--- config.mk ---
export PLATFORM = sky130hd
export DESIGN_NAME = cook_time_entry
export DESIGN_NICKNAME = d
export VERILOG_FILES = /design/src/rtl/cook_time_entry.sv
export SDC_FILE = /design/constraint.sdc
export NUM_CORES = 1
export LEC_CHECK = 0
export BUFFER_PORTS_ARGS = -buffer_cell sky130_fd_sc_hd__buf_4
export CAP_MARGIN = 20
export CORE_UTILIZATION = 50
export CTS_BUF_LIST = sky130_fd_sc_hd__clkbuf_4
export DETAILED_ROUTE_END_ITERATION = 16
export GPL_TIMING_DRIVEN = 1
export PLACE_DENSITY = 0.77
export SYNTH_ARGS = -nofsm -noshare
export SYNTH_HDL_FRONTEND = slang
export SYNTH_SLANG_ARGS = --single-unit
--- constraint.sdc ---
create_clock -name clk -period 2.5 [get_ports clk]
set_input_delay 0.5 -clock clk [delete_from_list [all_inputs] [get_ports clk]]
set_output_delay 0.5 -clock clk [all_outputs]
set_load 0.05 [all_outputs]
--- src/rtl/cook_time_entry.sv ---
// Cook-time entry: converts sec/min/clear buttons into four BCD programmed digits,
// with single-press steps, hold-to-repeat, BCD carry and saturation at 99:59.
module cook_time_entry #(
  parameter int REPEAT_DELAY = 500,
  parameter int REPEAT_RATE  = 100
) (
  input  logic       clk,
  input  logic       reset,
  input  logic       tick,
  input  logic       lock,
  input  logic       btn_sec,
  input  logic       btn_min,
  input  logic       btn_clear,
  output logic [3:0] seconds_prog,
  output logic [3:0] tens_seconds_prog,
  output logic [3:0] minutes_prog,
  output logic [3:0] tens_minutes_prog,
  output logic       prog_nonzero,
  output logic       changed
);

  localparam int MAX_P = (REPEAT_DELAY > REPEAT_RATE) ? REPEAT_DELAY : REPEAT_RATE;
  localparam int CNT_W = $clog2(MAX_P) + 1;
  localparam logic [CNT_W-1:0] DELAY_LAST = CNT_W'(REPEAT_DELAY);
  localparam logic [CNT_W-1:0] RATE_LAST  = CNT_W'(REPEAT_RATE);

  typedef enum logic [1:0] {IDLE, DELAY, REPEAT} state_t;
  typedef enum logic {ACT_SEC, ACT_MIN} act_t;

  state_t           state_q, state_d;
  act_t             act_q, act_d;
  logic [CNT_W-1:0] cnt_q, cnt_d, cnt_inc;
  logic [3:0]       sec_q, sec_d, tsec_q, tsec_d, min_q, min_d, tmin_q, tmin_d;
  logic             nonzero_q, nonzero_d;
  logic             changed_q, changed_d;
  logic             sec_hist_q, min_hist_q, clr_hist_q;

  logic             press_sec, press_min, press_clr, act_btn;
  logic             do_step;
  act_t             step_act;
  logic             sec_sat, min_sat;
  logic [3:0]       s_sec, s_tsec, s_min, s_tmin;
  logic [3:0]       m_min, m_tmin;

  assign press_sec = btn_sec & ~sec_hist_q;
  assign press_min = btn_min & ~min_hist_q;
  assign press_clr = btn_clear & ~clr_hist_q;
  assign act_btn   = (act_q == ACT_MIN) ? btn_min : btn_sec;
  assign cnt_inc   = cnt_q + CNT_W'(1);

  // Candidate results of a second step and a minute step, with BCD carries.
  always_comb begin
    sec_sat = (tmin_q == 4'd9) && (min_q == 4'd9) && (tsec_q == 4'd5) && (sec_q == 4'd9);
    min_sat = (tmin_q == 4'd9) && (min_q == 4'd9);
    s_sec   = sec_q;
    s_tsec  = tsec_q;
    s_min   = min_q;
    s_tmin  = tmin_q;
    if (sec_q == 4'd9) begin
      s_sec = 4'd0;
      if (tsec_q == 4'd5) begin
        s_tsec = 4'd0;
        if (min_q == 4'd9) begin
          s_min  = 4'd0;
          s_tmin = tmin_q + 4'd1;
        end else begin
          s_min = min_q + 4'd1;
        end
      end else begin
        s_tsec = tsec_q + 4'd1;
      end
    end else begin
      s_sec = sec_q + 4'd1;
    end
    m_min  = min_q;
    m_tmin = tmin_q;
    if (min_q == 4'd9) begin
      m_min  = 4'd0;
      m_tmin = tmin_q + 4'd1;
    end else begin
      m_min = min_q + 4'd1;
    end
  end

  always_comb begin
    state_d   = state_q;
    act_d     = act_q;
    cnt_d     = cnt_q;
    sec_d     = sec_q;
    tsec_d    = tsec_q;
    min_d     = min_q;
    tmin_d    = tmin_q;
    changed_d = 1'b0;
    do_step   = 1'b0;
    step_act  = act_q;

    if (lock) begin
      state_d = IDLE;
      cnt_d   = '0;
    end else if (press_clr) begin
      state_d   = IDLE;
      cnt_d     = '0;
      sec_d     = 4'd0;
      tsec_d    = 4'd0;
      min_d     = 4'd0;
      tmin_d    = 4'd0;
      changed_d = nonzero_q;
    end else begin
      case (state_q)
        IDLE: begin
          if (press_min || press_sec) begin
            step_act = press_min ? ACT_MIN : ACT_SEC;
            act_d    = step_act;
            do_step  = 1'b1;
            cnt_d    = '0;
            state_d  = DELAY;
          end
        end
        DELAY, REPEAT: begin
          // Releasing the active button wins over a step due on the same tick.
          if (!act_btn) begin
            state_d = IDLE;
            cnt_d   = '0;
          end else if (tick) begin
            if (cnt_inc == ((state_q == DELAY) ? DELAY_LAST : RATE_LAST)) begin
              do_step = 1'b1;
              cnt_d   = '0;
              state_d = REPEAT;
            end else begin
              cnt_d = cnt_inc;
            end
          end
        end
        default: begin
          state_d = IDLE;
          cnt_d   = '0;
        end
      endcase
    end

    if (do_step) begin
      if (step_act == ACT_MIN) begin
        if (!min_sat) begin
          min_d     = m_min;
          tmin_d    = m_tmin;
          changed_d = 1'b1;
        end
      end else if (!sec_sat) begin
        sec_d     = s_sec;
        tsec_d    = s_tsec;
        min_d     = s_min;
        tmin_d    = s_tmin;
        changed_d = 1'b1;
      end
    end

    nonzero_d = |{sec_d, tsec_d, min_d, tmin_d};
  end

  // History registers follow the buttons even while locked, so a held button never
  // looks like a fresh press when lock drops.
  always_ff @(posedge clk or negedge reset) begin
    if (!reset) begin
      state_q    <= IDLE;
      act_q      <= ACT_SEC;
      cnt_q      <= '0;
      sec_q      <= 4'd0;
      tsec_q     <= 4'd0;
      min_q      <= 4'd0;
      tmin_q     <= 4'd0;
      nonzero_q  <= 1'b0;
      changed_q  <= 1'b0;
      sec_hist_q <= 1'b0;
      min_hist_q <= 1'b0;
      clr_hist_q <= 1'b0;
    end else begin
      state_q    <= state_d;
      act_q      <= act_d;
      cnt_q      <= cnt_d;
      sec_q      <= sec_d;
      tsec_q     <= tsec_d;
      min_q      <= min_d;
      tmin_q     <= tmin_d;
      nonzero_q  <= nonzero_d;
      changed_q  <= changed_d;
      sec_hist_q <= btn_sec;
      min_hist_q <= btn_min;
      clr_hist_q <= btn_clear;
    end
  end

  assign seconds_prog      = sec_q;
  assign tens_seconds_prog = tsec_q;
  assign minutes_prog      = min_q;
  assign tens_minutes_prog = tmin_q;
  assign prog_nonzero      = nonzero_q;
  assign changed           = changed_q;

endmodule

==> summary.txt, run 1 <==
STA
  • Final hold viol count: 0
  • Fin. max-slew vios: 0
  • Worst slew margin: 69.42%
  • Least-Margin Pin Slew: 0.4546 ns
  • Final setup vio count: 6
  • Min Hold Slack: 0.07767 ns
  • Setup_tns: -0.7279 ns
  • PnR worst setup slack: -0.2627 ns
  • Period utilization: 110.5%
  • Post-Route Skew: 0.01623 ns
  • Maximum clock rate: 362.0 MHz
  • Period minus WS final: 2.763 ns
  • RSZ-0062 raised after global routing: yes

Finish
  • Final Core Density: 71.49%
  • Filler cells: 328
  • Layout Nets: 366
  • Finished Layout Cells: 405
  • Layout cell share with drive strength beyond 1: 36.26%
  • Antenna cells: 0
  • Synth-to-Final Area Change: 36.03%

Clocking
  • CTS sink cnt: 34
  • Clk_lat worst skew: 0.35 ns
  • H-Tree Depth: 2
  • Worst-path clk slew: 0.11 ns
  • CTS max path bufs: 2
  • CTS tree: yes
  • CTS root buffer: clkbuf_4
  • Total CTS buffers: 5

Run status
  • Status: finished, violations left
  • Failing checks: setup timing

Synthesis
  • Post-Syn Area per Cell: 8.888 um^2
  • Sequential fraction of the synthesis area: 36.68%
  • Post-synth ARST share: 100.0%
  • Post-Synthesis Cells: 261
  • Synth cell types: 62
  • Number of synthesized flops with an enable pin: 0
  • Post-Syn Nets: 275
  • Main synth FF type: dfrtp_1
  • Cell area after synthesis: 2320 um^2
  • Seq cells post-synth: 34
  • Synth warn: 0

Run
  • Number of max-cap violations: 0

Floorplanning
  • Die ar.: 4916 um^2
  • Die X: 70.12 um
  • Core area: 4414 um^2
  • Starting Density: 52.55%
  • Die Y: 70.12 um
  • Core Rows: 24
  • IO Pins: 25

Worst setup path
  • WP data required: 2.73 ns
  • Max Fanout on Critical Path: 5
  • Nature of the critical path endpoint: register
  • Worst R2R Path Depth: 9
  • Arr. time, crit path: 2.99 ns
  • Setup crit start kind: register
  • Crit Path Category: reg2reg

Placement
  • Placed Cells: 393
  • Gpl congestion: 0.8697
  • PortBufs: 24
  • Final HPWL DP: 4.452 mm

GRT
  • Largest net degree at the start of global routing: 35
  • First-pass GRT wire length: 9.832 mm
  • Total grt overflow: 0
  • Initial antenna violation count: 0
  • Vias in the first global route: 2202
  • GRT Util Overall: 25.18%

Pwr
  • Leak: 0.001467 uW
  • Power Dens Cells: 662.9 nW/um^2
  • Maximum vdd drop: 430.4 uV

Drt
  • Post-DRT Antenna Nets: 0
  • DR iter-0 viols: 206
  • Post-Route WL: 5.870 mm
  • Routed vias: 2401
  • DR WL/cell: 14.49 um
  • Pre-antenna DRT Iters: 5
  • Residual DRC: 0
  • Mean number of vias per cell: 5.928

Min path
  • Hold crit path type: in2async
[cells in the final DEF (no fill, tap or decap), types with 6 or more instances in the layout]
master and instances:
clkbuf_4 7, dfrtp_1 32, inv_1 16, o21ai_0 23, a21oi_1 9, nand2_1 25, nor2_1 26, ha_1 6
nor2b_1 6, buf_4 93
[final timing paths]
path | from | to | slack, ns
worst min register to register | cnt_q[9] | cnt_q[9] | 0.51
max in group asynchronous | reset | seconds_prog[0] | 2.08
worst max-delay path | state_q[0] | prog_nonzero | -0.26
worst max register to register | state_q[0] | prog_nonzero | -0.26
worst min-delay path | reset | cnt_q[3] | 0.08
min in group clk | btn_sec | sec_hist_q | 0.27
[worst max-delay path, stage by stage, from the launching register on]
cell and delay [ns]:
dfrtp_1 0.40, ha_1 0.20, or3_4 0.40, nor4_4 0.29, or3b_4 0.43, nand2_4 0.10
a21oi_2 0.07, a221o_1 0.38, nor4_2 0.27, nand4b_1 0.12
[layer usage]
metal / vias up / global-route usage [%] / share of wire (%)
li1: 1144 / - / -
met3: 15 / 4.762 / 6.7
met5: - / 0 / 0
met2: 103 / 39.32 / 47
met4: 0 / 9.111 / 1.7
met1: 1139 / 34.93 / 45
[report_power, final]
group / total (uW) / internal (uW) / switching, uW / leakage [uW]
Clock: 314 / 130 / 184 / 0.0000338
Combinational: 1110 / 479 / 634 / 0.000982
Sequential: 665 / 624 / 41.0 / 0.000451
Total: 2090 / 1230 / 860 / 0.00147
[synth_stat cells, drive strengths merged, types with 4 or more instances]
cell type  number  area, um^2
nand4           5       31.28
nand4b          5       43.79
o22ai           5       31.28
a211oi          5       42.54
mux2i           5       50.05
dfrtp          34       850.8
nor2b           6       37.54
o21ai          24       120.1
a21oi          13       65.06
and2            6       37.54
ha              7       87.58
o31ai           5       51.30
xnor2           5       43.79
inv            16       60.06
nor4            4       46.29
clkbuf          6       23.77
a31oi           4       40.04
nor2           26       97.59
nand2          26       105.1
[registers in the layout (all words and copies together), names as in the netlist]
register,flops
act_q,1
changed,1
clr_hist_q,1
cnt_q,10
min_hist_q,1
minutes_prog,4
prog_nonzero,1
sec_hist_q,1
seconds_prog,4
state_q,2
tens_minutes_prog,4
tens_seconds_prog,4
[kinds of logic (layout without fill, tap and decap cells)]
group                      count (synthesis)  count (layout)  share of synthesized area, %
DFF                                       34              34                         36.68
adders and majority gates                  7               7                         3.775
buffers and inverters                     25             117                         4.369
xor gates and xnor gates                   7               7                         2.643
AOI/OAI and AO/OA                         80              80                         24.27
and+or+nand+nor                          101             101                         25.13
muxes                                      7               7                         3.128
[area by class of cell]
cell class                 instances  area [um^2]  share of cell area [%]
multi-input combinational        202         1423                   45.08
sequential                        34        853.3                   27.04
timing repair buffer              93        698.2                   22.13
tap                               52        65.06                   2.062
inverter                          16        60.06                   1.903
clock buffer                       7        52.55                   1.665
clock inverter                     1        3.754                  0.1190
[repair_timing]
item,4_1_cts,5_1_grt
gates resized for setup,0,6
hold buffers,0,0
buffers inserted,0,4
setup endpoints to repair,4,16
pin swaps,0,5
[stage by stage]
stage | instance area (um^2) | power (uW) | setup slack (ns)
5_1_grt | 3156 | 2212 | -0.3718
3_3_place_gp | 3042 | 1743 | -0.2368
6_report | 3156 | 2092 | -0.2627
2_1_floorplan | 2350 | 1340 | -0.08258
4_1_cts | 3098 | 2080 | -0.2175
3_5_place_dp | 3042 | 1767 | -0.2866
Power figures use the tool's default switching activity.
==> run 2: changes to the inputs <==
--- a/config.mk
+++ b/config.mk
@@ -7,6 +7,7 @@
 export LEC_CHECK = 0
 export BUFFER_PORTS_ARGS = -buffer_cell sky130_fd_sc_hd__buf_4
 export CAP_MARGIN = 20
+export CORE_MARGIN = 5
 export CORE_UTILIZATION = 50
 export CTS_BUF_LIST = sky130_fd_sc_hd__clkbuf_4
 export DETAILED_ROUTE_END_ITERATION = 16
==> run 2 against run 1 <==
Against the previous run:
- critical path type unchanged
- combinational power up 14%
- largest cell class unchanged
- the flow still finishes with violations (setup timing)
- critical path depth grew 4
- clock skew shrank 0.0041 ns
- maximum frequency decreased by 1.0%
==> summary.txt, run 2 (synthesis results as in run 1) <==
STA
  • Min Hold Slack: 0.07269 ns (-0.004986 ns)
  • Final hold viol count: 0 (unchanged)
  • PnR worst setup slack: -0.2915 ns (-0.02882 ns)
  • RSZ-0062 raised after global routing: yes
  • Fin. max-slew vios: 0 (unchanged)
  • Post-Route Skew: 0.01216 ns (-0.004078 ns)
  • Period utilization: 111.7% (+1.2 points)
  • Least-Margin Pin Slew: 0.4433 ns (-0.01132 ns)
  • Maximum clock rate: 358.2 MHz (-1.0%)
  • Setup_tns: -0.2946 ns (+0.4333 ns)
  • Worst slew margin: 70.45% (+1.0 points)
  • Final setup vio count: 2 (-4)
  • Period minus WS final: 2.791 ns (+0.02882 ns)

Drt
  • DR WL/cell: 16.46 um (+14%)
  • Post-Route WL: 6.665 mm (+14%)
  • Post-DRT Antenna Nets: 0 (unchanged)
  • Residual DRC: 0 (unchanged)
  • Pre-antenna DRT Iters: 4 (-1)
  • DR iter-0 viols: 189 (-8.3%)
  • Mean number of vias per cell: 5.928 (unchanged)
  • Routed vias: 2401 (unchanged)

Worst setup path
  • Arr. time, crit path: 3.02 ns (+0.03 ns)
  • Setup crit start kind: register
  • Max Fanout on Critical Path: 5 (unchanged)
  • Crit Path Category: reg2reg
  • Nature of the critical path endpoint: register
  • WP data required: 2.73 ns (about the same)

Placement
  • Final HPWL DP: 4.691 mm (+5.4%)
  • Gpl congestion: 0.8645 (-0.60%)
  • PortBufs: 24 (unchanged)

Run status
  • Failing checks: setup timing
  • Status: finished, violations left

Floorplanning
  • Die X: 78.12 um (+11%)
  • Starting Density: 52.55% (unchanged)
  • Die Y: 78.12 um (+11%)
  • Core Rows: 24 (unchanged)
  • Core area: 4414 um^2 (unchanged)
  • Die ar.: 6102 um^2 (+24%)
  • IO Pins: 25 (unchanged)

Pwr
  • Leak: 0.001503 uW (+2.5%)
  • Maximum vdd drop: 411.8 uV (-4.3%)
  • Power Dens Cells: 686.9 nW/um^2 (+3.6%)

GRT
  • GRT Util Overall: 22.32% (-2.9 points)
  • Total grt overflow: 0 (unchanged)
  • Initial antenna violation count: 0 (unchanged)
  • Largest net degree at the start of global routing: 35 (unchanged)
  • First-pass GRT wire length: 11.17 mm (+14%)
  • Vias in the first global route: 2385 (+8.3%)

Finish
  • Number of flip-flops in the largest register: 10 (unchanged)
  • Antenna cells: 0 (unchanged)
  • Most frequent cells in the layout: buf_4 (88), dfrtp_1 (32), nor2_1 (23)
  • Biggest register: cnt_q
  • Layout cell share with drive strength beyond 1: 41.36% (+5.1 points)
  • Synth-to-Final Area Change: 41.26%
  • Layout Nets: 366 (unchanged)
  • Most common cell after layout, fill and taps aside: buf_4

Clocking
  • CTS max path bufs: 2 (unchanged)
  • H-Tree Depth: 2 (unchanged)
  • Worst-path clk slew: 0.11 ns (about the same)
  • CTS Hold Bufs: 0 (unchanged)
  • CTS tree: yes
  • Clk_lat worst skew: 0.36 ns (about the same)
  • Total CTS buffers: 5 (unchanged)
  • CTS sink cnt: 34 (unchanged)
  • CTS root buffer: clkbuf_4

Run
  • Number of max-cap violations: 0 (unchanged)

Min path
  • Hold crit path type: in2async
run 2: cell types whose count changed in the layout (fill, tap and decap cells not counted), moves of 2 or more:
cell / change
buf_6: +5
nand2_4: +2
a21oi_2: -2
nand2_1: -3
o21ai_1: +4
nor2_1: -3
o21ai_0: -5
ha_1: -2
buf_4: -5
nor2_2: +2
run 2: worst paths after layout:
kind | startpoint | to | slack, ns | cells after the start
max | cnt_q[0] | prog_nonzero | -0.29 | 13
min | reset | sec_hist_q | 0.07 | 1
max reg2reg | cnt_q[0] | prog_nonzero | -0.29 | 13
min reg2reg | cnt_q[9] | cnt_q[9] | 0.52 | 1
max in group asynchronous | reset | minutes_prog[0] | 2.10 | 1
min in group clk | btn_min | min_hist_q | 0.25 | 1
run 2: what timing repair did:
item | 4_1_cts | 5_1_grt
pin swaps | 10 | 7
buffers inserted | 5 | 1
endpoints found under the setup margin | 5 | 20
gates resized for setup | 11 | 28
run 2: worst max-delay path, stage by stage (launching register included):
cell and delay, ns:
dfrtp_1 0.42, ha_4 0.19, buf_4 0.13, and3_1 0.20, mux2i_1 0.15, nor4_1 0.07
buf_4 0.14, a31oi_4 0.25, nand2_4 0.11, buf_4 0.15, a311oi_2 0.31, o221ai_1 0.21
nor4_2 0.18, nand4b_1 0.14
run 2: final cells by class:
type | instances | area [um^2]
fill | 309 | 1137
clock buffer | 6 | 45.04
clock inverter | 2 | 8.758
sequential | 34 | 853.3
multi-input combinational | 202 | 1525
inverter | 16 | 62.56
tap | 52 | 65.06
timing repair buffer | 93 | 716.9
run 2: power breakdown:
group	switching, uW	total [uW]	internal [uW]
registers	44.5	669	624
logic	712	1270	557
clock network	197	313	116
run 2: routing by layer:
metal	GRT usage (%)	vias up	share of wire (%)
met1	29.78	1176	44
met4	8.108	0	1.4
met5	0	-	0
met3	5.034	10	5.9
li1	-	1144	-
met2	35.43	71	49
run 2: metrics by stage:
stage	worst slack, ns	instance area, um^2	instances	total power (uW)	util (%)
after detailed placement	-0.2780	3027	391	1796	68.57
after global placement	-0.2103	3027	391	1766	68.57
final	-0.2915	3277	405	2251	74.23
after floorplan	-0.08258	2350	261	1340	-
after global routing	-0.3713	3277	405	2398	74.23
after CTS	-0.2229	3166	404	2148	71.71
